==> config.mk <==
export PLATFORM = sky130hd
export DESIGN_NAME = sharp_factor_pwl
export DESIGN_NICKNAME = d
export VERILOG_FILES = /design/src/rtl/spr_pkg.sv /design/src/rtl/pwl_seg_lookup.sv /design/src/rtl/sharp_factor_pwl.sv
export SDC_FILE = /design/constraint.sdc
export NUM_CORES = 1
export LEC_CHECK = 0
export CORE_ASPECT_RATIO = 0.5
export CORE_MARGIN = 2
export CORE_UTILIZATION = 40
export CTS_CLUSTER_SIZE = 8
export DETAILED_ROUTE_END_ITERATION = 7
export PLACE_DENSITY = 0.68
export SYNTH_ARGS = -nofsm -noshare
export SYNTH_HDL_FRONTEND = slang
export SYNTH_SLANG_ARGS = --single-unit
==> constraint.sdc <==
create_clock -name clk -period 6.5 [get_ports clk]
set_input_delay 0.975 -clock clk [delete_from_list [all_inputs] [get_ports clk]]
set_output_delay 0.975 -clock clk [all_outputs]
set_load 0.05 [all_outputs]
==> src/rtl/spr_pkg.sv <==
// Shared constants and helpers for the SPR sharpness path: default widths,
// reset curve shapes, the Q1.4 unity weight and unsigned saturation.
package spr_pkg;

   localparam int unsigned DefDw   = 12;
   localparam int unsigned DefSegs = 4;
   localparam int unsigned DefWw   = 5;
   localparam int unsigned DefGw   = 12;

   // Q1.4 slope weight equal to 1.0
   localparam int unsigned QOne = 16;

   // Reset slopes for the four-segment curve, segment 0 in the low byte
   localparam logic [31:0] RstWl4 = {8'd4, 8'd8, 8'd12, 8'd16};
   localparam logic [31:0] RstWr4 = {8'd2, 8'd4, 8'd8, 8'd12};

   // Flat reset slopes for any other segment count
   localparam int unsigned RstWlFlat = QOne;
   localparam int unsigned RstWrFlat = 8;

   // Evenly spaced breakpoints; the closing breakpoint sits at full scale
   function automatic logic [63:0] rst_bp(input int unsigned dw, input int unsigned segs,
                                          input int unsigned k);
      logic [63:0] full;
      full = 64'd1 << dw;
      if (k >= segs) return full - 64'd1;
      return (64'(k) * full) / 64'(segs);
   endfunction

   function automatic int unsigned rst_wl(input int unsigned segs, input int unsigned k);
      return (segs == 4) ? ((RstWl4 >> (8 * k)) & 32'hff) : RstWlFlat;
   endfunction

   function automatic int unsigned rst_wr(input int unsigned segs, input int unsigned k);
      return (segs == 4) ? ((RstWr4 >> (8 * k)) & 32'hff) : RstWrFlat;
   endfunction

   // Clamp an unsigned value to the largest dw-bit code
   function automatic logic [63:0] sat_dw(input logic [63:0] v, input int unsigned dw);
      logic [63:0] max_v;
      max_v = (64'd1 << dw) - 64'd1;
      return (v > max_v) ? max_v : v;
   endfunction

endpackage

==> src/rtl/pwl_seg_lookup.sv <==
// Segment lookup for the piecewise-linear sharpness curve: picks the highest
// segment whose left breakpoint is at or below x and returns the clamped
// distances to both ends of that segment.
module pwl_seg_lookup #(
   parameter int unsigned DW   = 12,
   parameter int unsigned SEGS = 4
) (
   input  logic [DW-1:0]                x,
   input  logic [SEGS:0][DW-1:0]        bp,
   output logic [$clog2(SEGS)-1:0]      k,
   output logic [DW-1:0]                dl,
   output logic [DW-1:0]                dr
);

   localparam int unsigned AW = $clog2(SEGS + 1);
   localparam int unsigned KW = $clog2(SEGS);

   logic [DW-1:0] lo;
   logic [DW-1:0] hi;

   // Priority comparator chain; later (higher) segments win, so unordered
   // breakpoints still resolve deterministically
   always_comb begin
      k  = '0;
      lo = bp[0];
      hi = bp[1];
      for (int unsigned i = 1; i < SEGS; i++) begin
         if (x >= bp[AW'(i)]) begin
            k  = KW'(i);
            lo = bp[AW'(i)];
            hi = bp[AW'(i + 1)];
         end
      end
      dl = (hi > x) ? hi - x : '0;
      dr = (x > lo) ? x - lo : '0;
   end

endmodule

==> src/rtl/sharp_factor_pwl.sv <==
// Sharpness factor generator: four-stage pipeline mapping the sharpness metric
// through a programmable piecewise-linear curve and a global gain, with a
// double-buffered curve table that only switches during vertical blanking.
module sharp_factor_pwl
   import spr_pkg::*;
#(
   parameter int unsigned DW   = DefDw,
   parameter int unsigned SEGS = DefSegs,
   parameter int unsigned WW   = DefWw,
   parameter int unsigned GW   = DefGw
) (
   input  logic                        clk,
   input  logic                        rst,
   input  logic                        i_hs,
   input  logic                        i_vs,
   input  logic                        shp_en,
   input  logic [DW-1:0]               shp_curr,
   input  logic                        shp_sel,
   input  logic                        spr_sharp_prt,
   input  logic [GW-1:0]               sharp_gain,
   input  logic                        cfg_we,
   input  logic [$clog2(SEGS+1)-1:0]   cfg_addr,
   input  logic [DW-1:0]               cfg_bp,
   input  logic [WW-1:0]               cfg_wl,
   input  logic [WW-1:0]               cfg_wr,
   input  logic                        cfg_commit,
   output logic                        cfg_pending,
   output logic [DW-1:0]               amout,
   output logic                        amout_vld
);

   localparam int unsigned AW  = $clog2(SEGS + 1);
   localparam int unsigned KW  = $clog2(SEGS);
   localparam int unsigned PLW = DW + WW;   // distance * slope product
   localparam int unsigned TW  = PLW - 4;   // product after dropping Q1.4 fraction
   localparam int unsigned SW  = TW + 1;    // left + right term sum
   localparam int unsigned PW  = GW + DW;   // gain * factor product

   // Curve tables: shadow is written by software, active feeds the pipeline
   logic [SEGS:0][DW-1:0]   bp_q, bp_sh_q;
   logic [SEGS-1:0][WW-1:0] wl_q, wr_q, wl_sh_q, wr_sh_q;
   logic                    pending_q, pending_d, copy;

   logic clr;
   assign clr  = !i_hs || !i_vs;
   assign copy = pending_q && !i_vs;

   // Commit request: a new request in the copy cycle stays pending
   always_comb begin
      pending_d = pending_q;
      if (cfg_commit)  pending_d = 1'b1;
      else if (copy)   pending_d = 1'b0;
   end

   // Table state; the copy reads pre-write shadow since both are registered here
   always_ff @(posedge clk) begin
      if (rst) begin
         for (int unsigned k = 0; k <= SEGS; k++) begin
            bp_q[AW'(k)]    <= DW'(rst_bp(DW, SEGS, k));
            bp_sh_q[AW'(k)] <= DW'(rst_bp(DW, SEGS, k));
         end
         for (int unsigned k = 0; k < SEGS; k++) begin
            wl_q[KW'(k)]    <= WW'(rst_wl(SEGS, k));
            wr_q[KW'(k)]    <= WW'(rst_wr(SEGS, k));
            wl_sh_q[KW'(k)] <= WW'(rst_wl(SEGS, k));
            wr_sh_q[KW'(k)] <= WW'(rst_wr(SEGS, k));
         end
         pending_q <= 1'b0;
      end else begin
         if (copy) begin
            bp_q <= bp_sh_q;
            wl_q <= wl_sh_q;
            wr_q <= wr_sh_q;
         end
         if (cfg_we && (32'(cfg_addr) <= SEGS)) begin
            bp_sh_q[cfg_addr] <= cfg_bp;
            if (32'(cfg_addr) < SEGS) begin
               wl_sh_q[KW'(cfg_addr)] <= cfg_wl;
               wr_sh_q[KW'(cfg_addr)] <= cfg_wr;
            end
         end
         pending_q <= pending_d;
      end
   end

   // Pipeline registers
   logic [DW-1:0] s1_dl_q, s1_dr_q;
   logic [WW-1:0] s1_wl_q, s1_wr_q;
   logic          s1_sel_q;
   logic [TW-1:0] s2_tl_q, s2_tr_q;
   logic [DW-1:0] s3_f_q;
   logic [DW-1:0] amout_q;
   logic [3:0]    vld_q;

   // Stage next-state values
   logic [KW-1:0]  seg_k;
   logic [DW-1:0]  s1_dl_d, s1_dr_d;
   logic [PLW-1:0] prod_l, prod_r;
   logic [TW-1:0]  s2_tl_d, s2_tr_d;
   logic [SW-1:0]  sum;
   logic [DW-1:0]  f_sat, s3_f_d;
   logic [PW-1:0]  gprod;
   logic [DW-1:0]  amout_d;

   pwl_seg_lookup #(
      .DW   (DW),
      .SEGS (SEGS)
   ) u_lookup (
      .x  (shp_curr),
      .bp (bp_q),
      .k  (seg_k),
      .dl (s1_dl_d),
      .dr (s1_dr_d)
   );

   // S2..S4 datapath: weighting, factor saturation, gain scaling
   always_comb begin
      prod_l  = PLW'(s1_dl_q) * PLW'(s1_wl_q);
      prod_r  = PLW'(s1_dr_q) * PLW'(s1_wr_q);
      s2_tl_d = s1_sel_q ? '0 : prod_l[PLW-1:4];
      s2_tr_d = s1_sel_q ? '0 : prod_r[PLW-1:4];
      sum     = SW'(s2_tl_q) + SW'(s2_tr_q);
      f_sat   = DW'(sat_dw(64'(sum), DW));
      s3_f_d  = {f_sat[DW-1:1], 1'b0};
      gprod   = PW'(sharp_gain) * PW'(s3_f_q);
      amout_d = spr_sharp_prt ? DW'(sat_dw(64'(gprod >> 4), DW)) : DW'(sharp_gain);
   end

   // Pipeline advance; slopes are captured with the sample so S2 always uses
   // the same table generation that S1 resolved the segment against
   always_ff @(posedge clk) begin
      if (rst || clr) begin
         s1_dl_q  <= '0;
         s1_dr_q  <= '0;
         s1_wl_q  <= '0;
         s1_wr_q  <= '0;
         s1_sel_q <= 1'b0;
         s2_tl_q  <= '0;
         s2_tr_q  <= '0;
         s3_f_q   <= '0;
         amout_q  <= '0;
         vld_q    <= '0;
      end else if (shp_en) begin
         s1_dl_q  <= s1_dl_d;
         s1_dr_q  <= s1_dr_d;
         s1_wl_q  <= wl_q[seg_k];
         s1_wr_q  <= wr_q[seg_k];
         s1_sel_q <= shp_sel;
         s2_tl_q  <= s2_tl_d;
         s2_tr_q  <= s2_tr_d;
         s3_f_q   <= s3_f_d;
         amout_q  <= amout_d;
         vld_q    <= {vld_q[2:0], 1'b1};
      end
   end

   assign amout       = amout_q;
   assign amout_vld   = vld_q[3];
   assign cfg_pending = pending_q;

endmodule
# Yosys cells after proc, flatten, opt, wreduce, memory -nomap -nowiden
# Index checks and enable logic that the tools add are counted.
# word_totals
out_inout_bits,14
ff_bits,289
inputBits,58
# op_classes
reduce_logical,12
add_sub_neg,3
order_cmp,14
n_mul,3
n_mux,35
# op_table
cell,count
60-bit two-way mux,4
12-bit two-way mux,13
60-bit bitwise mux,1
20-bit bitwise mux,2
12-bit demux with 3-bit select,1
12-bit >= comparator,3
12-bit by 5-bit multiplier with 17-bit output,2
13-bit two-way mux,2
12-bit > comparator,2
12-bit subtractor,2
12-bit by 11-bit multiplier with 23-bit output,1
5-bit binary-select mux with 2-bit select,2
20-bit by 12-bit > comparator with 1-bit output (second input constant),1
5-bit two-way mux,3
13-bit by 13-bit adder with 14-bit output,1
14-bit by 12-bit > comparator with 1-bit output (second input constant),1
5-bit demux with 2-bit select,1
2-bit by 3-bit < comparator with 1-bit output (second input constant),2
2-bit nonzero test,3
1-bit logical AND,4
3-bit by 4-bit < comparator with 1-bit output (second input constant),1
1-bit two-way mux,4
2-bit two-way mux,2
3-bit by 1-bit >= comparator with 1-bit output (second input constant),1
other kinds (6),8

# Longest topological paths before layout
# logic_depth
ltp_word,7
ltp_mapped,22

# By module
# A second synthesis with hierarchy kept.
# hier_totals
hier_cells,2525
hier_area_um2,21301.7
# modules_own_cells
module,seq_area_each_um2,cells_each,area_per_inst_um2,n_inst
sharp_factor_pwl,6025.8,2155,18609.1,1
pwl_seg_lookup,0.0,370,2692.6,1

# Least setup slack after synthesis
# Ideal clock, no wire load.
# synth_path
kind,input to register
from,in sharp_gain[5]
to,reg amout_q[7] (netlist: amout[7])
setup_ns,0.117
setup_slack_ns,0.196
cell_stages,19
t_arrival_ns,6.188
t_required_ns,6.383
cell_sequence,clkbuf_1 nand2_1 fa_1 inv_1 fa_1 fa_1 fa_1 inv_1 fa_1 inv_1 ha_1 and3_1 and3_1 a211oi_1 nand3_1 a2111oi_0 o2111a_1 o2111ai_1 a22o_1
# synth_via
elab_chain_cells,4
# synth_lines
element,line_no,source
"start, declared",sharp_factor_pwl.sv:20,"input logic [GW-1:0] sharp_gain,"
12-bit by 11-bit multiplier with 23-bit output *,sharp_factor_pwl.sv:125,gprod = PW'(sharp_gain) * PW'(s3_f_q);
20-bit by 12-bit > comparator with 1-bit output,spr_pkg.sv:42,return (v > max_v) ? max_v : v;
12-bit two-way mux *,spr_pkg.sv:42,
12-bit two-way mux *,sharp_factor_pwl.sv:126,"amout_d = spr_sharp_prt ? DW'(sat_dw(64'(gprod >> 4), DW)) : DW'(sharp_gain);"
"end signal, assigned",sharp_factor_pwl.sv:152,amout_q <= amout_d;
"end, declared",sharp_factor_pwl.sv:92,logic [DW-1:0] amout_q;
# Every way passes the cells marked *; elsewhere a longest branch is shown, timed or not.
# A chain may end at the register's enable or synchronous reset.

# Worst setup path after layout
# Same ends and word-level chain as after synthesis.

==> impl_metrics.ini <==
[critical_path]
crit_type = input pin to register
crit_path_end_kind = register
ff2ff_setup_slack_ps = 610
cp.arrival_ps = 6690
worstPathRequired_ps = 6940
cp-start-kind = input pin
path_max_fanout = 7

[clock_network]
cts_inserted_buffers = 42
cts_root_buf = clkbuf_16
cts_sinks = 289
ctsHoldBuffers = 0
path_clk_slew_ps = 50
clkLatencyLatePin_ps = 550
cts_tree = done
htree_levels = 2
clk_path_buf_depth = 3

[finish]
diodes = 0
nets = 3067
final_common_cell = nand2_1
multiInputGateArea_sq_mm = 0.01405
synthToLayoutAreaGrowth_pct = 14.63
drive_gt1_frac = 0.07363
ff_latch_area_sq_mm = 0.006026
final_cell_mix = 554 x nand2_1, 265 x dfxtp_1, 259 x inv_1
post-route-util = 0.4693
n_fill_cell = 5083

[yosys]
ys_warn_count = 0
synthAdderAreaFrac = 0.2434
syn_nets = 2979
synth_xor_area_frac = 0.02020
synth_mux_area_frac = 0.03197
synth-edff-count = 24
synth_seq_area_share = 0.2804
yosys.area_share.simple = 0.1999
synth_compound_area_frac = 0.1545
synth_cells = 2593
synth_top_cell_by_area = dfxtp_1
syn_area_sq_mm = 0.02149
synth_top_family_by_area = adder cells
syn_area_per_cell_sq_um = 8.287
ys_top_cells_by_area = dfxtp_1 25%, fa_1 14%, ha_1 10%
ys_types = 78
postSynth.asyncResetShare = 0
ys_seq_elements = 289
synth-main-ff-cell = dfxtp_1
yosys.area.top_type_share = 0.2469

[global_routing]
grt_overflow = 0
grt_pass1_vias = 17416
grt_pass1_wl_um = 90680
antenna_found_initial = 0
grt_use_total = 0.1986
grt_start_max_net_pins = 110

[timing]
fin_skew_ps = 27.02
fin_crit_sh = 0.9611
final-max-slew-violation-count = 0
relSlewSlack = 0.2629
fmax_mhz = 160.1
setup_viol = 0
fin_crit_ps = 6247
tightest_slew_ps = 1106
tns_ps = 0
hold_violations = 0

[die]
coreArea_sq_mm = 0.05249
boundaryPins = 72
rows = 59
die_x_um = 331.8
die_area_sq_mm = 0.05571
die_h_um = 167.9
initial_core_util = 0.4094

[run_status]
outcome = finished, final reports clean

[route]
ant_nets = 0
dr.pass1.iters = 5
via_per_inst = 5.249
drc = 0
routedWlPerCell_um = 16.31
first_iter_violations = 1450
routed_wl_um = 55280
vias = 17795

[pwr]
peakVddDrop_mv = 0.1659
power.leakage_nw = 10.92
p_per_area_mw_per_mm2 = 182.4

[place]
io_buffer_count = 71
hpwlAfterDp_um = 41340
gp_congestion = 0.8812

[worst_hold_path]
hold_path_class = register to register

[run]
max_cap_violations = 0
-- per-layer routing --
layer / track usage / vias up / part of all wire
met5: 0 / - / 0
met4: 0.05162 / 0 / 0.022
met3: 0.02776 / 96 / 0.057
met2: 0.3352 / 401 / 0.46
met1: 0.2683 / 8507 / 0.46
li1: - / 8791 / -
-- registers in the layout (all words and copies together), names as in the netlist, 12 cells and up --
register and flops:
s1_dl_q 12, s2_tl_q 13, s1_dr_q 12, wl_q 20
bp_sh_q 60, bp_q 60, wr_sh_q 20, amout 12
wr_q 20, s2_tr_q 13, wl_sh_q 20
-- critical path, stage by stage --
cell and delay (ps):
clkdlybuf4s50_1 490, buf_4 180, and2_1 160, fa_1 490
inv_1 50, fa_1 470, inv_1 60, fa_2 500
fa_1 560, inv_1 60, fa_1 550, inv_1 50
ha_1 290, nand2_1 90, nor4b_4 290, buf_4 160
a21oi_1 100, buf_4 160, nor3b_1 300, o2111a_2 360
o2111ai_1 130, a22o_1 210
-- layout make-up --
type	count	share of cell area
clock inverters	3	0.002235
inverters	259	0.03947
repair buffers	179	0.06283
flip-flops and latches	289	0.2446
multi-input cells	1910	0.5702
well taps	701	0.03561
clock buffers	49	0.04500
-- timing repair --
action,in CTS,in global routing
endpoints found under the hold margin,0,0
resized for setup,0,12
endpoints found under the setup margin,0,12
buffers inserted,0,0
-- report_power, final --
part | switching, W | total, W | internal (W) | leakage, nW
Clock | 0.000785 | 0.00198 | 0.00119 | 0.568
Combinational | 0.000382 | 0.000636 | 0.000254 | 7.98
Sequential | 0.0000373 | 0.00188 | 0.00184 | 2.38
Total | 0.00120 | 0.00449 | 0.00329 | 10.9
-- synthesized netlist by cell type (21+ instances only) --
master      n
a21o_1     32
a21oi_1   223
a22oi_1    29
and2_1    105
clkbuf_1  121
dfxtp_1   265
edfxtp_1   24
fa_1      150
ha_1      178
inv_1     259
mux2i_1    63
nand2_1   554
nand3b_1   28
nand4_1    21
nor2_1    116
o21ai_0    51
xnor2_1    32
-- path summary, 6_finish.rpt --
| path | start | end | cells past startpoint |
|---|---|---|---|
| setup reg to reg | s3_f_q[11]$_SDFFE_PP0P_ | amout[7]$_SDFFE_PP0P_ | 19 |
| setup / recovery | sharp_gain[5] | amout[7]$_SDFFE_PP0P_ | 22 |
| hold / removal | wr_sh_q[17]$_SDFFE_PP0P_ | wr_q[17]$_SDFFE_PP0P_ | 2 |
| hold reg to reg | wr_sh_q[17]$_SDFFE_PP0P_ | wr_q[17]$_SDFFE_PP0P_ | 2 |
-- stage by stage --
stage / total power, W / hold slack, ps / instance area [sq um] / setup slack (ps) / std cells
2_1_floorplan: 0.002306 / 429.1 / 21490 / 195.7 / 2593
3_3_place_gp: 0.002532 / 435.9 / 23430 / -387.7 / 3338
3_5_place_dp: 0.002541 / 442.0 / 23430 / -503.7 / 3338
4_1_cts: 0.004515 / 443.7 / 24590 / 61.01 / 3390
5_1_grt: 0.004671 / 457.9 / 24630 / -14.69 / 3390
6_report: 0.004492 / 440.8 / 24630 / 253.1 / 3390
-- kinds of logic (layout without fill, tap and decap cells) --
kind of cell / count (synthesis) / after routing
AO/OA/AOI/OAI: 518 / 518
flip-flops: 289 / 289
buffers and inverters: 394 / 490
adder cells (fa/ha/maj): 328 / 328
XOR/XNOR: 48 / 48
multiplexers: 68 / 68
AND/OR/NAND/NOR: 948 / 948
No activity file was read; power rests on OpenSTA's default activity.
